<file path="config.mk">
export PLATFORM = sky130hd
export DESIGN_NAME = ppa_rr_arbiter
export DESIGN_NICKNAME = d
export VERILOG_FILES = /design/src/rtl/ppa_rr_arbiter.sv
export SDC_FILE = /design/constraint.sdc
export NUM_CORES = 1
export LEC_CHECK = 0
export ABC_CLOCK_PERIOD_IN_PS = 4200
export CAP_MARGIN = 25
export CORE_UTILIZATION = 52
export CTS_CLUSTER_DIAMETER = 150
export CTS_CLUSTER_SIZE = 16
export DETAILED_ROUTE_END_ITERATION = 8
export PLACE_DENSITY = 0.75
export SYNTH_ARGS = -nofsm -noshare
export SYNTH_HDL_FRONTEND = slang
export SYNTH_SLANG_ARGS = --single-unit
</file>
<file path="constraint.sdc">
create_clock -name i_bus_clk -period 4.2 [get_ports i_bus_clk]
set_input_delay 0.84 -clock i_bus_clk [delete_from_list [all_inputs] [get_ports i_bus_clk]]
set_output_delay 0.84 -clock i_bus_clk [all_outputs]
set_load 0.005 [all_outputs]
</file>
<file path="src/rtl/ppa_rr_arbiter.sv">
// ppa_rr_arbiter
// Round-robin bus arbiter built around a parallel-prefix priority pick.
// The grant is registered and one-hot, and it drives the shared bus mux select directly.
// A grantee keeps the bus until it drops its request or its tenure reaches MAX_HOLD cycles.
// On release, priority rotates to the requester just above the old grantee.
// Software can preload the priority pointer through i_prior / i_prior_ld.
//
// Optional build macro: ARB_MASK_EN
//   When defined, the i_mask port is added and requests are qualified as i_req & i_mask.
//   When undefined, the mask is treated as all ones.
//
// Ports:
//   i_bus_clk    clock, all state updates on the rising edge
//   i_bus_rstn   asynchronous active-low reset
//   i_req        [N] level-sensitive request vector
//   i_prior      [N] one-hot priority pointer load value
//   i_prior_ld   load strobe for i_prior; ignored unless i_prior is one-hot
//   i_mask       [N] request qualifier (only when ARB_MASK_EN is defined)
//   o_grant      [N] registered one-hot grant, or all zeros
//   o_grant_idx  [$clog2(N)] binary index of o_grant, 0 when there is no grant
//   o_ag         registered any-grant flag, equal to |o_grant
module ppa_rr_arbiter #(
  parameter int N = 8,
  parameter int MAX_HOLD = 4,
  parameter logic [N-1:0] RST_PRIOR = {{(N-1){1'b0}}, 1'b1}
) (
  input  logic                 i_bus_clk,
  input  logic                 i_bus_rstn,
  input  logic [N-1:0]         i_req,
  input  logic [N-1:0]         i_prior,
  input  logic                 i_prior_ld,
`ifdef ARB_MASK_EN
  input  logic [N-1:0]         i_mask,
`endif
  output logic [N-1:0]         o_grant,
  output logic [$clog2(N)-1:0] o_grant_idx,
  output logic                 o_ag
);

  localparam int IDXW = $clog2(N);
  localparam int HCW  = $clog2(MAX_HOLD + 1);
  localparam logic [N-1:0]   ONE      = {{(N-1){1'b0}}, 1'b1};
  localparam logic [HCW-1:0] HOLD_ONE = HCW'(1);
  localparam logic [HCW-1:0] HOLD_MAX = HCW'(MAX_HOLD);

  localparam logic [0:0] IDLE  = 1'b0;
  localparam logic [0:0] GRANT = 1'b1;

  logic [0:0]     state;
  logic [N-1:0]   ptr;
  logic           ld_pend;
  logic [HCW-1:0] hold_cnt;

  logic [N-1:0]    req_q;
  logic            prior_ok;
  logic            release_now;
  logic            arb_now;
  logic [N-1:0]    arb_ptr;
  logic [N-1:0]    masked;
  logic [N-1:0]    pick;
  logic [IDXW-1:0] pick_idx;

  // Isolate the lowest set bit (two's-complement trick).
  function automatic logic [N-1:0] low_bit(input logic [N-1:0] v);
    return v & (~v + ONE);
  endfunction

  // Log-depth prefix OR turns the one-hot pointer into a thermometer.
  // The result covers every bit at or above the pointer.
  function automatic logic [N-1:0] therm_mask(input logic [N-1:0] p);
    logic [N-1:0] t;
    t = p;
    for (int s = 1; s < N; s = s * 2) begin
      t = t | (t << s);
    end
    return t;
  endfunction

  // Release and arbitration decisions, plus the pointer used for this edge.
  // A valid load takes precedence over both the rotate and a load stored earlier.
  // A load stored during a tenure (ld_pend) suppresses the rotate at release.
  always_comb begin
`ifdef ARB_MASK_EN
    req_q = i_req & i_mask;
`else
    req_q = i_req;
`endif
    prior_ok    = i_prior_ld && (i_prior != '0) && ((i_prior & (i_prior - ONE)) == '0);
    release_now = (state == GRANT) && (((req_q & o_grant) == '0) || (hold_cnt == HOLD_MAX));
    arb_now     = (state == IDLE) || release_now;

    if (prior_ok) begin
      arb_ptr = i_prior;
    end else if (release_now && !ld_pend) begin
      arb_ptr = {o_grant[N-2:0], o_grant[N-1]};
    end else begin
      arb_ptr = ptr;
    end

    masked = req_q & therm_mask(arb_ptr);
    pick   = (masked != '0) ? low_bit(masked) : low_bit(req_q);

    pick_idx = '0;
    for (int i = 0; i < N; i++) begin
      if (pick[i]) begin
        pick_idx = IDXW'(i);
      end
    end
  end

  // Grant FSM.
  // On an arbitration edge (IDLE, or a release) it commits the pointer and either grants or falls back to IDLE.
  // Otherwise the tenure counter advances, and any load is parked until the release.
  always_ff @(posedge i_bus_clk or negedge i_bus_rstn) begin
    if (!i_bus_rstn) begin
      state       <= IDLE;
      ptr         <= RST_PRIOR;
      ld_pend     <= 1'b0;
      hold_cnt    <= '0;
      o_grant     <= '0;
      o_grant_idx <= '0;
      o_ag        <= 1'b0;
    end else if (arb_now) begin
      ptr     <= arb_ptr;
      ld_pend <= 1'b0;
      if (req_q != '0) begin
        state       <= GRANT;
        o_grant     <= pick;
        o_grant_idx <= pick_idx;
        o_ag        <= 1'b1;
        hold_cnt    <= HOLD_ONE;
      end else begin
        state       <= IDLE;
        o_grant     <= '0;
        o_grant_idx <= '0;
        o_ag        <= 1'b0;
        hold_cnt    <= '0;
      end
    end else begin
      hold_cnt <= hold_cnt + HOLD_ONE;
      if (prior_ok) begin
        ptr     <= i_prior;
        ld_pend <= 1'b1;
      end
    end
  end

endmodule

</file>
==> results of run 1 <==
repair_timing:
| action | CTS | global route |
|---|---|---|
| setup endpoints to repair | 0 | 1 |
| hold buffers | 0 | 0 |
| resized for setup | 0 | 2 |
| setup buffers | 0 | 0 |
cells in the final DEF (no fill, tap or decap), types with 3 or more instances in the layout:
cell,synthesis,final
nor2_1,7,7
nor3_1,8,8
a21o_1,3,3
clkbuf_4,0,3
a31oi_1,4,4
dfrtp_1,23,23
buf_4,0,25
a21oi_1,6,6
o21a_1,3,3
nor2b_1,3,3
o21ai_0,3,3
a22oi_1,4,4
mux2_2,11,11
and2_1,4,4
o211ai_1,3,3
nand2_1,24,24
clkdlybuf4s50_1,0,30
or3_1,3,3
mux2i_1,14,14
inv_1,7,7
power groups by stage:
stage               logic [W]  registers (W)  clock network, W
floorplan            0.000651       0.000363                 0
global placement      0.00101       0.000376                 0
detailed placement    0.00104       0.000380                 0
CTS                   0.00105       0.000375          0.000177
global route          0.00116       0.000381          0.000184
finish                0.00108       0.000375          0.000175
metal layers:
| metal | vias to the layer above | GRT usage | wire (µm) |
|---|---|---|---|
| met1 | 840 | 0.382 | 2070 |
| met3 | 23 | 0.0480 | 291 |
| met5 | - | 0 | 0 |
| met2 | 95 | 0.533 | 2520 |
| li1 | 810 | - | - |
| met4 | 0 | 0.140 | 167 |
worst paths after layout:
| check | startpoint | to | slack [ns] | cells after the start |
|---|---|---|---|---|
| max in group asynchronous | i_bus_rstn | ptr[0] | 2.75 | 2 |
| max reg2reg | o_grant[7] | o_grant_idx[1] | 0.69 | 10 |
| min reg2reg | o_grant_idx[2] | o_grant_idx[2] | 0.51 | 2 |
| min | o_grant_idx[2] | o_grant_idx[2] | 0.51 | 2 |
| max | i_req[6] | o_grant_idx[1] | 0.22 | 11 |
| min in group asynchronous | i_bus_rstn | o_grant[2] | 0.87 | 1 |
layout make-up:
type / instances / area (µm²)
clock buffers: 3 / 22.5
clock inverters: 1 / 30.0
fillers: 248 / 786
inverters: 7 / 26.3
multi-input cells: 145 / 1080
flip-flops and latches: 24 / 602
well taps: 44 / 55.1
repair buffers: 56 / 503
flip-flops by register name, summed over array words and instances, names as in the netlist:
| signal | flops |
|---|---|
| hold_cnt | 3 |
| ld_pend | 1 |
| state | 1 |
| o_grant_idx | 3 |
| o_grant | 8 |
| ptr | 8 |
per-stage QoR:
stage	TNS [ns]	setup WS, ns
5_1_grt	0	0.0108
2_1_floorplan	0	0.734
4_1_cts	0	0.227
6_report	0	0.223
3_5_place_dp	-0.198	-0.105
3_3_place_gp	-0.0261	-0.0185
synth_stat cells (4+ instances only):
master / instances / area, µm²
a21oi_1: 6 / 30.0
a22oi_1: 4 / 30.0
a31oi_1: 4 / 25.0
and2_1: 4 / 25.0
dfrtp_1: 23 / 576
inv_1: 7 / 26.3
mux2_2: 11 / 124
mux2i_1: 14 / 140
nand2_1: 24 / 90.1
nor2_1: 7 / 26.3
nor3_1: 8 / 40.0
cells by family after synthesis:
group / Yosys count / synth area share
simple gates: 63 / 0.193
flops: 24 / 0.350
mux: 26 / 0.162
xor+xnor: 1 / 0.00509
fa+ha+maj: 3 / 0.0204
compound gates: 52 / 0.239
buf+inv: 12 / 0.0313
worst min-delay path, delay by kind of cell, from the launching register on:
kind	cells	cell delay, ns
AOI/OAI and AO/OA	1	0.06
and+or+nand+nor	1	0.04
DFF	1	0.37
==> results.toml, run 1 <==
[sta]
slew_headroom = 0.515
slew_viol_final = 0
min_period_ns = 3.98
hold_ws_ns = 0.507
max_freq_mhz = 251
rsz0062_at_grt = "no"
final_hold_viol_count = 0
worst_slew_pin_slew_ns = 0.727
setup_viol_count_final = 0
fin_crit_sh = 0.947
finalClockSkew_ns = 0.00936

[critical_path]
cp_slowest_cell = "clkdlybuf4s50_1"
worst-path-buf-inv = 1
cpPeakStageDelay_ns = 0.43
crit_family = "compound AO/OA/AOI/OAI gates"
arrival_ns = 4.17
cp_data_required_time_ns = 4.40
crit_path_cell_trace = "clkdlybuf4s50_1 -> a22oi_1 -> nand4_2 -> a21boi_4 -> mux2_2 -> mux2_2 -> or2_1 -> o41ai_1 -> a21boi_0 -> a2111oi_0 -> o21ai_1"
path_max_fanout = 8
endpoint_kind = "flip-flop"
crit_top_cell = "mux2_2"
path_class = "primary input to flip-flop"
worst_setup_path_start_kind = "primary input"

[worst_hold_path]
hp-class = "flip-flop to flip-flop"

[clocking]
cts_root_buf = "clkbuf_4"
clock-sinks = 24
cts_tree = "done"
clkLatencyLatePin_ns = 0.33
numCtsBuffers = 3
clk_path_buf_depth = 2
clk_pin_slew_ns = 0.14
htreeDepth = 1

[global_routing]
grt_pass1_vias = 1732
grt_pass1_wl_um = 8150
antenna_found_initial = 0
track_usage = 0.310
grt_max_degree = 22
grt_overflow = 0

[pwr]
peakVddDrop_mv = 0.438
cellPowerDensity_nw_per_um2 = 701
p_leak_nw = 1.06
p_total_w = 0.00163
switchingPower_w = 0.000679
seqPwrFrac = 0.231
internal_power_w = 0.000946
p_sw_frac = 0.418
power_frac_comb = 0.662
pwr-share-clk = 0.108

[synth]
synth_cells = 181
avgSynthCellArea_um2 = 9.50
ys_ff_latch = 24
yosysWarnings = 0
yosys_most_used_dff = "dfrtp_1"
ys_seq_area_frac = 0.350
syn_nets = 202
synth_cell_types = 58
synth_area_um2 = 1720
ys_async_sr_fraction = 1.00
synth_edf_count = 0

[route]
first_pass_iters = 5
via_count = 1768
wl_per_cell_um = 18.0
drt-initial-drc-count = 136
drt-total-wl_um = 5050
ant_nets = 0
via_per_inst = 6.31
route.detailed.drc = 0

[die]
row_count = 20
io_pins = 31
dieArea_um2 = 3540
initial_core_util = 0.554
die_h_um = 59.5
fp.dieW_um = 59.5
coreArea_um2 = 3100

[layout]
design_area_um2 = 2320
diodes = 0
area_growth_pct = 34.7
layout-drive-gt1-share = 0.225
nets = 258
fin_util = 0.747
fin_cells = 280

[placed_design]
place_congestion = 1.02
numPortBuffers = 30
placement.cell_area_um2 = 2250
hpwl_um = 3940
dp.cells = 276

[flow_run]
maxCapViolCount = 0

[status]
status = "completed"
Power figures use the tool's default switching activity.
==> run 2, diff against run 1 <==
--- a/config.mk
+++ b/config.mk
@@ -7,11 +7,11 @@
 export LEC_CHECK = 0
 export ABC_CLOCK_PERIOD_IN_PS = 4200
 export CAP_MARGIN = 25
-export CORE_UTILIZATION = 52
+export CORE_UTILIZATION = 32
 export CTS_CLUSTER_DIAMETER = 150
 export CTS_CLUSTER_SIZE = 16
 export DETAILED_ROUTE_END_ITERATION = 8
-export PLACE_DENSITY = 0.75
+export PLACE_DENSITY = 0.49
 export SYNTH_ARGS = -nofsm -noshare
 export SYNTH_HDL_FRONTEND = slang
 export SYNTH_SLANG_ARGS = --single-unit
==> results.toml, run 2 (synthesis results as in run 1) <==
[layout]
layout-drive-gt1-share = 0.279
nets = 273
design_area_um2 = 2480
largestRegisters = "o_grant x8, ptr x8"
final_cell_mix = "buf_4, clkdlybuf4s50_1, nand2_1"
fin_util = 0.482
area_growth_pct = 44.1
final.fill_count = 533
multiInputGateArea_um2 = 1080
regArea_um2 = 602
diodes = 0
layout_commonest_cell = "buf_4"

[die]
initial_core_util = 0.335
die_h_um = 75.3
row_count = 26
dieArea_um2 = 5670
coreArea_um2 = 5140
fp.dieW_um = 75.3
io_pins = 31

[sta]
worst_slew_pin_slew_ns = 0.845
finalClockSkew_ns = 0.00417
max_freq_mhz = 249
final_hold_viol_count = 0
slew_viol_final = 0
min_period_ns = 4.01
fin_crit_sh = 0.955
rsz0062_at_grt = "no"
finalWorstSetupSlack_ns = 0.191
slew_headroom = 0.437
setup_viol_count_final = 0

[route]
via_count = 1681
ant_nets = 0
first_pass_iters = 4
drt-total-wl_um = 5000
via_per_inst = 5.24
wl_per_cell_um = 15.6
dr_wl_met2_um = 2380
highest_layer = "met4"
route.met3.wl_um = 163
route.detailed.drc = 0
drt-initial-drc-count = 121
wl_met1_um = 2430

[flow_run]
maxCapViolCount = 0

[critical_path]
endpoint_kind = "flip-flop"
path_class = "primary input to flip-flop"
arrival_ns = 4.16
rrSetupSlack_ns = 0.78
path_max_fanout = 4
cp_data_required_time_ns = 4.35
worst_setup_path_start_kind = "primary input"
cp_slowest_cell = "clkdlybuf4s50_1"
crit_path_cell_trace = "clkdlybuf4s50_1 -> or3_4 -> o31a_1 -> o21a_1 -> or4_1 -> a21o_1 -> a32o_1 -> a21oi_1 -> buf_4 -> nand4_1 -> a311oi_1 -> o211ai_1"
cpPeakStageDelay_ns = 0.46

[pwr]
cellPowerDensity_nw_per_um2 = 709
peakVddDrop_mv = 0.326
p_leak_nw = 1.14

[placed_design]
numPortBuffers = 30
place_congestion = 0.977
hpwl_um = 4050
placement.cell_area_um2 = 2410
dp_worst_setup_slack_ns = -0.143

[status]
status = "completed"

[clocking]
clock-sinks = 24
clkLatencyLatePin_ns = 0.27
cts_tree = "done"
cts_root_buf = "clkbuf_8"
clk_pin_slew_ns = 0.09
numCtsBuffers = 3
htreeDepth = 1
cts_hold_buf = 0
cts_setup_buffers = 0
clk_path_buf_depth = 2

[global_routing]
grt_max_degree = 22
grt_pass1_vias = 1585
track_usage = 0.193
grt_pass1_wl_um = 8110
grt_overflow = 0
antenna_found_initial = 0

[worst_hold_path]
hp-class = "flip-flop to flip-flop"
[run 2: final cells by class]
cell class              instances  area share
multi-input cells             145       0.436
repair buffers                 71       0.253
flip-flops and latches         24       0.243
well taps                      70      0.0353
clock buffers                   4      0.0222
inverters                       7      0.0106
[run 2: power breakdown]
group          internal, W  switching (W)  leakage (nW)  total (W)
clock            0.0000837      0.0000757        0.0288   0.000159
sequential        0.000317      0.0000564         0.307   0.000373
combinational     0.000662       0.000563         0.802    0.00123
[run 2: routing by layer]
metal	up-vias	GRT usage
li1	833	-
met1	803	0.278
met2	41	0.315
met3	4	0.0212
met4	0	0.0412
met5	-	0
[run 2: worst paths after layout]
path,from,depth (start not counted),endpoint
max reg2reg,hold_cnt[0],14,o_grant_idx[0]
max in group asynchronous,i_bus_rstn,2,ptr[0]
min in group asynchronous,i_bus_rstn,1,o_grant_idx[2]
min,o_grant_idx[2],2,o_grant_idx[2]
max,i_prior[1],12,o_grant_idx[0]
min reg2reg,o_grant_idx[2],2,o_grant_idx[2]
[run 2: worst max-delay path, delay by kind of cell]
family | cells | cell delay (ns)
AND/OR/NAND/NOR | 3 | 0.99
buffers and inverters | 2 | 0.61
AO/OA/AOI/OAI | 7 | 1.71
[run 2: what timing repair did]
| item | 4_1_cts | 5_1_grt |
|---|---|---|
| endpoints found under the hold margin | 0 | 0 |
| gates resized for setup | 0 | 3 |
| setup endpoints to repair | 0 | 2 |
[run 2: through the flow]
step	TNS (ns)	cells	hold slack (ns)	total power [W]
final	0	321	0.485	0.00176
after global routing	0	321	0.519	0.00190
after CTS	0	321	0.492	0.00175
after detailed placement	-0.318	317	0.471	0.00158
after global placement	-0.461	316	0.469	0.00157
after floorplan	0	181	0.450	0.00101
